$ cat config.mk
export PLATFORM = sky130hd
export DESIGN_NAME = pkt_delimit
export DESIGN_NICKNAME = d
export VERILOG_FILES = /design/src/rtl/pkt_delimit_pkg.sv /design/src/rtl/pkt_len_chk.sv /design/src/rtl/pkt_delimit.sv
export SDC_FILE = /design/constraint.sdc
export NUM_CORES = 1
export LEC_CHECK = 0
export ABC_AREA = 1
export BUFFER_PORTS_ARGS = -buffer_cell sky130_fd_sc_hd__buf_4
export CAP_MARGIN = 10
export CORE_ASPECT_RATIO = 1.2
export CORE_UTILIZATION = 50
export DETAILED_ROUTE_END_ITERATION = 8
export GPL_TIMING_DRIVEN = 0
export PLACE_DENSITY_LB_ADDON = 0.3
export REMOVE_ABC_BUFFERS = 1
export SYNTH_ARGS = -nofsm -noshare
export SYNTH_HDL_FRONTEND = slang
export SYNTH_SLANG_ARGS = --single-unit
$ cat constraint.sdc
create_clock -name i_clk -period 1.65 [get_ports i_clk]
set_clock_uncertainty 0.15 [all_clocks]
set_input_delay 0.165 -clock i_clk [delete_from_list [all_inputs] [get_ports i_clk]]
set_output_delay 0.165 -clock i_clk [all_outputs]
set_load 0.01 [all_outputs]
$ cat src/rtl/pkt_delimit_pkg.sv
// Shared types and bit-position helpers for the pkt_delimit stream delimiter.
package pkt_delimit_pkg;

    typedef enum logic [1:0] {
        IDLE_S = 2'd0,
        PKT_S  = 2'd1,
        DROP_S = 2'd2
    } state_e;

    // Flag positions within the {sop, eop, data} output word.
    function automatic int unsigned sop_bit(input int unsigned data_width);
        return data_width + 1;
    endfunction

    function automatic int unsigned eop_bit(input int unsigned data_width);
        return data_width;
    endfunction

endpackage

$ cat src/rtl/pkt_len_chk.sv
// Packet beat counter with saturation and optional MIN/MAX length compare.
// Compare logic is present only when PKT_LEN_CHECK_EN is defined.
module pkt_len_chk #(
    parameter int unsigned LEN_WIDTH = 12,
    parameter int unsigned MAX_LEN   = 1518,
    parameter int unsigned MIN_LEN   = 4
) (
    input  logic                 clk,
    input  logic                 rst_n,
    input  logic                 start,
    input  logic                 inc,
    output logic [LEN_WIDTH-1:0] cnt,
    output logic                 at_max,
    output logic                 is_runt
);

    localparam logic [LEN_WIDTH-1:0] CntSat = '1;

    if (MIN_LEN < 1 || MIN_LEN > MAX_LEN || MAX_LEN > (2 ** LEN_WIDTH) - 1) begin : g_param_err
        $error("pkt_len_chk: illegal MIN_LEN/MAX_LEN for LEN_WIDTH");
    end

    logic [LEN_WIDTH-1:0] cnt_q, cnt_d;

    always_comb begin
        cnt_d = cnt_q;
        if (start) begin
            cnt_d = LEN_WIDTH'(1);
        end else if (inc && cnt_q != CntSat) begin
            cnt_d = cnt_q + LEN_WIDTH'(1);
        end
    end

    always_ff @(posedge clk or negedge rst_n) begin
        if (!rst_n) begin
            cnt_q <= '0;
        end else begin
            cnt_q <= cnt_d;
        end
    end

    assign cnt = cnt_q;

`ifdef PKT_LEN_CHECK_EN
    assign at_max  = (cnt_q == LEN_WIDTH'(MAX_LEN));
    assign is_runt = (cnt_q <  LEN_WIDTH'(MIN_LEN));
`else
    assign at_max  = 1'b0;
    assign is_runt = 1'b0;
`endif

endmodule

$ cat src/rtl/pkt_delimit.sv
// Gap-delimited packet marker: tags beats with SOP/EOP and reports length, 1-cycle latency.
// Optional length policing (truncation at MAX_LEN, runt flag) is enabled by PKT_LEN_CHECK_EN.
module pkt_delimit
    import pkt_delimit_pkg::*;
#(
    parameter int unsigned DATA_WIDTH = 8,
    parameter int unsigned LEN_WIDTH  = 12,
    parameter int unsigned MAX_LEN    = 1518,
    parameter int unsigned MIN_LEN    = 4
) (
    input  logic                  i_clk,
    input  logic                  i_rst_n,
    input  logic [DATA_WIDTH-1:0] iv_data,
    input  logic                  i_data_wr,
    output logic [DATA_WIDTH+1:0] ov_data,
    output logic                  o_data_wr,
    output logic [LEN_WIDTH-1:0]  ov_pkt_len,
    output logic                  o_len_err
);

    localparam int unsigned SopIdx = sop_bit(DATA_WIDTH);
    localparam int unsigned EopIdx = eop_bit(DATA_WIDTH);

    state_e state_q, state_d;

    logic [DATA_WIDTH-1:0] hold_data_q, hold_data_d;
    logic                  hold_sop_q, hold_sop_d;
    logic                  hold_vld_q, hold_vld_d;

    logic [DATA_WIDTH+1:0] out_data_q, out_data_d;
    logic                  out_wr_q, out_wr_d;
    logic [LEN_WIDTH-1:0]  out_len_q, out_len_d;
    logic                  out_err_q, out_err_d;

    logic                 cnt_start, cnt_inc;
    logic [LEN_WIDTH-1:0] cnt;
    logic                 at_max, is_runt;

    pkt_len_chk #(
        .LEN_WIDTH (LEN_WIDTH),
        .MAX_LEN   (MAX_LEN),
        .MIN_LEN   (MIN_LEN)
    ) u_len_chk (
        .clk     (i_clk),
        .rst_n   (i_rst_n),
        .start   (cnt_start),
        .inc     (cnt_inc),
        .cnt     (cnt),
        .at_max  (at_max),
        .is_runt (is_runt)
    );

    always_ff @(posedge i_clk or negedge i_rst_n) begin
        if (!i_rst_n) begin
            state_q <= DROP_S;
        end else begin
            state_q <= state_d;
        end
    end

    always_comb begin
        state_d = state_q;
        unique case (state_q)
            IDLE_S: if (i_data_wr) state_d = PKT_S;
            PKT_S: begin
                if (!i_data_wr) state_d = IDLE_S;
                else if (at_max) state_d = DROP_S;
            end
            DROP_S: if (!i_data_wr) state_d = IDLE_S;
            default: state_d = DROP_S;
        endcase
    end

    // The held beat is emitted the cycle after capture; a low strobe or a full count closes it.
    always_comb begin
        hold_data_d = hold_data_q;
        hold_sop_d  = hold_sop_q;
        hold_vld_d  = hold_vld_q;
        out_data_d  = '0;
        out_wr_d    = 1'b0;
        out_len_d   = '0;
        out_err_d   = 1'b0;
        cnt_start   = 1'b0;
        cnt_inc     = 1'b0;
        unique case (state_q)
            IDLE_S: begin
                if (i_data_wr) begin
                    hold_data_d = iv_data;
                    hold_sop_d  = 1'b1;
                    hold_vld_d  = 1'b1;
                    cnt_start   = 1'b1;
                end
            end
            PKT_S: begin
                out_wr_d                     = hold_vld_q;
                out_data_d[DATA_WIDTH-1:0]   = hold_data_q;
                out_data_d[SopIdx]           = hold_sop_q;
                if (i_data_wr && !at_max) begin
                    hold_data_d = iv_data;
                    hold_sop_d  = 1'b0;
                    cnt_inc     = 1'b1;
                end else begin
                    out_data_d[EopIdx] = 1'b1;
                    out_len_d          = cnt;
                    out_err_d          = (i_data_wr && at_max) || is_runt;
                    hold_vld_d         = 1'b0;
                end
            end
            DROP_S: ;
            default: ;
        endcase
    end

    always_ff @(posedge i_clk or negedge i_rst_n) begin
        if (!i_rst_n) begin
            hold_data_q <= '0;
            hold_sop_q  <= 1'b0;
            hold_vld_q  <= 1'b0;
            out_data_q  <= '0;
            out_wr_q    <= 1'b0;
            out_len_q   <= '0;
            out_err_q   <= 1'b0;
        end else begin
            hold_data_q <= hold_data_d;
            hold_sop_q  <= hold_sop_d;
            hold_vld_q  <= hold_vld_d;
            out_data_q  <= out_data_d;
            out_wr_q    <= out_wr_d;
            out_len_q   <= out_len_d;
            out_err_q   <= out_err_d;
        end
    end

    assign ov_data    = out_data_q;
    assign o_data_wr  = out_wr_q;
    assign ov_pkt_len = out_len_q;
    assign o_len_err  = out_err_q;

endmodule

# Yosys cells after proc, flatten, opt, wreduce, memory -nomap -nowiden
# Index checks and enable logic that the tools add are counted.
[totals]
out_inout_bits = 24
wordCells = 44
inputBits = 11
reg_bits = 47
[op_classes]
mux = 18
n_eq_ne = 7
n_addsub = 1
n_reduce_logical = 10
[ops]
columns = ["operator", "count"]
rows = [
  ["12-bit 2-to-1 mux", 4],
  ["12-bit by 1-bit adder with 12-bit output (second input constant)", 1],
  ["12-bit inequality test (second input constant)", 1],
  ["10-bit 2-to-1 mux", 1],
  ["1-bit 2-to-1 mux", 8],
  ["2-bit inequality test (second input constant)", 4],
  ["3-bit AND reduction", 2],
  ["2-bit 2-to-1 mux", 2],
  ["1-bit one-hot mux with 2 select lines", 2],
  ["2-bit one-hot mux with 2 select lines", 1],
  ["2-bit AND reduction", 2],
  ["2-bit nonzero test", 2],
  ["2-bit OR reduction", 2],
  ["2-bit by 1-bit equality test with 1-bit output (second input constant)", 1],
  ["2-bit equality test (second input constant)", 1],
  ["2-bit zero test", 1],
  ["1-bit logical AND", 1],
]

# Longest topological paths before layout
[logic_depth]
word_depth = 5
ltp_mapped = 8
depth_no_buf = 8

# Hierarchy
# From an unflattened synthesis, not the netlist that was laid out.
[hier_totals]
hier_cells = 245
hier_area_um2 = 2178.3
[by_module_without_submodules]
columns = ["module", "seq_area_each_um2", "cells_each", "instances", "area_per_inst_um2"]
rows = [
  ["pkt_delimit", 902.1, 131, 1, 1396.3],
  ["pkt_len_chk", 300.3, 114, 1, 782.0],
]

# Worst setup path after synthesis
# Ideal clock, no wire load.
[synth_path]
path_type = "register to register"
start = "register state_q[1]"
end = "register hold_data_q[0]"
path_slack_ps = -41
path_stages_with_launch = 6
arrival_time_ps = 1416
path_buffers = 0
synth_period_minus_slack_ps = 1691
t_required_ps = 1375
setup_time_ps = 125
cell_sequence = "dfstp_2 inv_1 ha_1 nand2_1 nand2_2 mux2_2"
[synth_via]
elab_chain_len = 3
elab_cells_between_ends = 4
classes_between = "eq/ne (1); reduce/logical (3)"
[synth_rtl]
columns = ["element", "line", "rtl"]
rows = [
  ["start: declaration", "pkt_delimit.sv:24", "state_e state_q, state_d;"],
  ["start signal: assignment", "pkt_delimit.sv:57", "state_q <= state_d;"],
  ["2-bit by 1-bit equality test with 1-bit output or 2-bit zero test (tied branches)", "pkt_delimit.sv:85", "unique case (state_q)"],
  ["2-bit OR reduction (no source line) (*)", "-", ""],
  ["2-bit AND reduction (no source line) (*)", "-", ""],
  ["end signal: assignment", "pkt_delimit.sv:124", "hold_data_q <= hold_data_d;"],
  ["end: declaration", "pkt_delimit.sv:26", "logic [DATA_WIDTH-1:0] hold_data_q, hold_data_d;"],
]
# Every way passes the cells marked *; elsewhere a longest branch is shown, timed or not.
# A chain may end at the register's enable or synchronous reset.

# Final worst setup path
[layout_path]
start = "register state_q[1]"
end = "register u_len_chk.cnt_q[2] (netlist: u_len_chk.cnt[2])"
[layout_via]
elab_chain_len = 4
elab_cells_between_ends = 7
classes_between = "eq/ne (1); mux (3); reduce/logical (3)"
[layout_rtl]
columns = ["element", "line", "rtl"]
rows = [
  ["2-bit by 1-bit equality test with 1-bit output", "pkt_delimit.sv:85", ""],
  ["1-bit 2-to-1 mux", "pkt_delimit.sv:85", ""],
  ["1-bit logical AND", "pkt_len_chk.sv:29", "end else if (inc && cnt_q != CntSat) begin"],
  ["2-bit nonzero test (no source line)", "-", ""],
  ["end signal: assignment", "pkt_len_chk.sv:38", "cnt_q <= cnt_d;"],
  ["end: declaration", "pkt_len_chk.sv:23", "logic [LEN_WIDTH-1:0] cnt_q, cnt_d;"],
]
# Several ways; a longest one is shown, not always the timed one.

==> reports/results.ini <==
[die]
die_y_um=72.4
rows=25
initial_core_util_pct=52.4
dieWidth_um=60.7
die_area_um2=4390
io_pins=35
core_area_um2=3940

[cells_and_area]
drive_gt1_share_pct=32.0
diodes=0
area_growth_pct=34.2
design_area_um2=2770
nets=296

[worst_setup_path]
required_ns=1.72
slowest_delay_ns=0.57
critical_path_class=flip-flop to flip-flop
cp_slowest_cell=dfstp_2
timing.rr.end=u_len_chk.cnt[2]
reg2reg_setup_slack_ns=0.02
start_kind=flip-flop
endpoint=u_len_chk.cnt[2]
r2r_start=state_q[1]
critPathArrivalTime_ns=1.71
startpoint=state_q[1]
crit_path_cell_trace=inv_4 > ha_4 > nand2_4 > clkinvlp_4 > nand2_8 > buf_12 > nand3_2 > o21ai_2
reg2regPathDepth=8
worstSetupEndpointType=flip-flop
worstPathMaxFanout=6

[detailed_routing]
vias=1586
drc_errors=0
initialDrtViolationCount=77
via_per_inst=4.73
ant_nets=0
firstDrtPassIters=5
avgRoutedWirePerCell_um=11.9
wl_mm=3.99

[global_routing]
grt_pass1_vias=1575
grt_max_degree=48
grt-ovfl-total=0
gr-usage-all-layers_pct=20.5
grt_pass1_wl_mm=6.64
antenna_found_initial=0

[pwr]
vdd_drop_max_v=0.00104
p_per_area_nw_per_um2=1420
p_leak_nw=1.42

[logic_synthesis]
synth_seq_cells=47
syn_area_per_cell_um2=9.31
synth.yosys.seq_area_share_pct=57.0
yosys-top-cells-area=dfrtp_1 (56%), nand2_1 (9.6%), inv_1 (5.8%)
syn_inst=222
yosysTopAreaCell=dfrtp_1
synth_area_um2=2070
yosysWarnings=0
synth.top_cell.area_share_pct=55.7
synth.distinct_cells=26

[job]
drv_cap=0

[cts]
numCtsBuffers=5
htree_num_levels=2
insertion_delay_ns=0.30
cts-root-buf=clkbuf_8
cts_tree=yes
clockBufferDepth=2
cts.clk_slew.worst_paths_ns=0.08
clock_sinks=47

[timing]
fmax_ghz=0.613
period_needed_ns=1.63
final_max_slew_viol_count=0
rsz0062_at_grt=true
layout_worst_path_cycle_share_pct=98.9
relSlewSlack_pct=62.7
hold_viol_final=0
tightest_slew_ns=0.560
worst_slack_ns=0.0174
setup_viol=0

[placement]
hpwl_mm=2.49
gp_congestion=0.844
port_buffers=33
place_area_um2=2340
dpl_worst_slack_ns=-0.545

[status]
outcome=complete, no violations

[hold_path]
hold_path_class=input port to flip-flop

## registers in the layout (all words and copies together) (netlist names)
name and count:
hold_sop_q 1, hold_vld_q 1, ov_data 10, ov_pkt_len 12
u_len_chk.cnt 12, hold_data_q 8, o_data_wr 1, state_q 2
## what timing repair did
item | in CTS | in global routing
hold buffers | 9 | 0
endpoints found under the setup margin | 36 | 30
buffers inserted | 7 | 7
pin swaps | 2 | 11
hold endpoints to repair | 54 | 0
resized for setup | 10 | 23
## Yosys cell counts
cell type,count
a21oi_1,3
buf_12,1
buf_2,1
buf_4,1
clkbuf_1,2
conb_1,1
dfrtp_1,46
dfstp_2,1
ha_1,5
inv_1,32
mux2_2,8
nand2_1,53
nand2_2,2
nand2_4,1
nand3_1,19
nand3_2,1
nand3_4,1
nor2_1,28
nor2_2,1
nor2_4,2
o21ai_0,8
o21ai_1,1
o21ai_2,1
o22ai_1,1
xnor2_1,1
xor2_1,1
## worst max-delay path: cells and delay by family (launching register included)
family,cells,cell delay (ns)
compound gates,1,0.06
fa+ha+maj,1,0.17
buf+inv,3,0.33
flops,1,0.57
simple gates,3,0.27
## placed cells by master, fill, tap and decap left out, types with 2 or more instances in the layout
master         count
nand2_1           49
dfrtp_1           45
buf_4             44
inv_1             29
nor2_1            26
nand3_1           17
dlygate4sd3_1      9
mux2_2             8
clkbuf_8           7
o21ai_0            5
o21ai_2            4
nor2_2             3
nand2_4            3
a21oi_1            3
nor2_4             2
nand3_4            2
nand2_8            2
nand2_2            2
nand3_2            2
ha_4               2
ha_1               2
buf_6              2
## how the worst min path moves through the flow
stage,start,to,slack [ns],depth (start not counted)
after detailed placement,i_rst_n,ov_data[4],0.05,1
final,i_data_wr,state_q[1],0.09,4
after floorplan,i_rst_n,hold_data_q[0],-0.28,0
after global routing,i_data_wr,state_q[1],0.10,4
after global placement,i_rst_n,ov_data[4],0.05,1
after CTS,i_data_wr,hold_sop_q,0.08,4
## kinds of logic (layout without fill, tap and decap cells)
kind of cell / after synthesis / in the layout / synth area share, %
xor+xnor: 2 / 2 / 0.848
other cells: 1 / 1 / 0.182
fa+ha+maj: 5 / 5 / 3.03
buf+inv: 37 / 96 / 7.75
flops: 47 / 47 / 57.0
compound gates: 14 / 14 / 3.63
mux: 8 / 8 / 4.36
simple gates: 108 / 108 / 23.2
## through the flow
stage | power (mW) | std cells | setup TNS [ns] | hold WS (ns) | utilization (%)
global route | 4.19 | 335 | -0.549 | 0.102 | 70.3
finish | 3.94 | 335 | 0 | 0.0895 | 70.3
global placement | 2.71 | 304 | -9.75 | 0.0537 | 59.4
floorplan | 2.35 | 217 | -2.38 | -0.281 | -
CTS | 3.72 | 328 | 0 | 0.0785 | 66.9
detailed placement | 2.78 | 304 | -10.53 | 0.0526 | 59.4
## metal layers
layer	up-vias	track usage (%)	part of all wire (%)	wire length, um
met5	-	0	0	0
met3	5	4.10	4.3	173
met2	43	35.4	53	2110
li1	797	-	-	-
met1	741	24.0	41	1650
met4	0	9.60	1.5	61
## where the power goes
part | internal (mW) | switching, mW
logic | 0.749 | 0.794
registers | 1.47 | 0.180
clock network | 0.382 | 0.360
## final cells by class
class | count | area [um^2]
well taps | 54 | 67.6
repair buffers | 56 | 463
flip-flops and latches | 47 | 1180
fillers | 313 | 1170
multi-input cells | 138 | 837
clock buffers | 8 | 100
inverters | 32 | 126
Note: power is estimated with default switching activity, not from simulation.
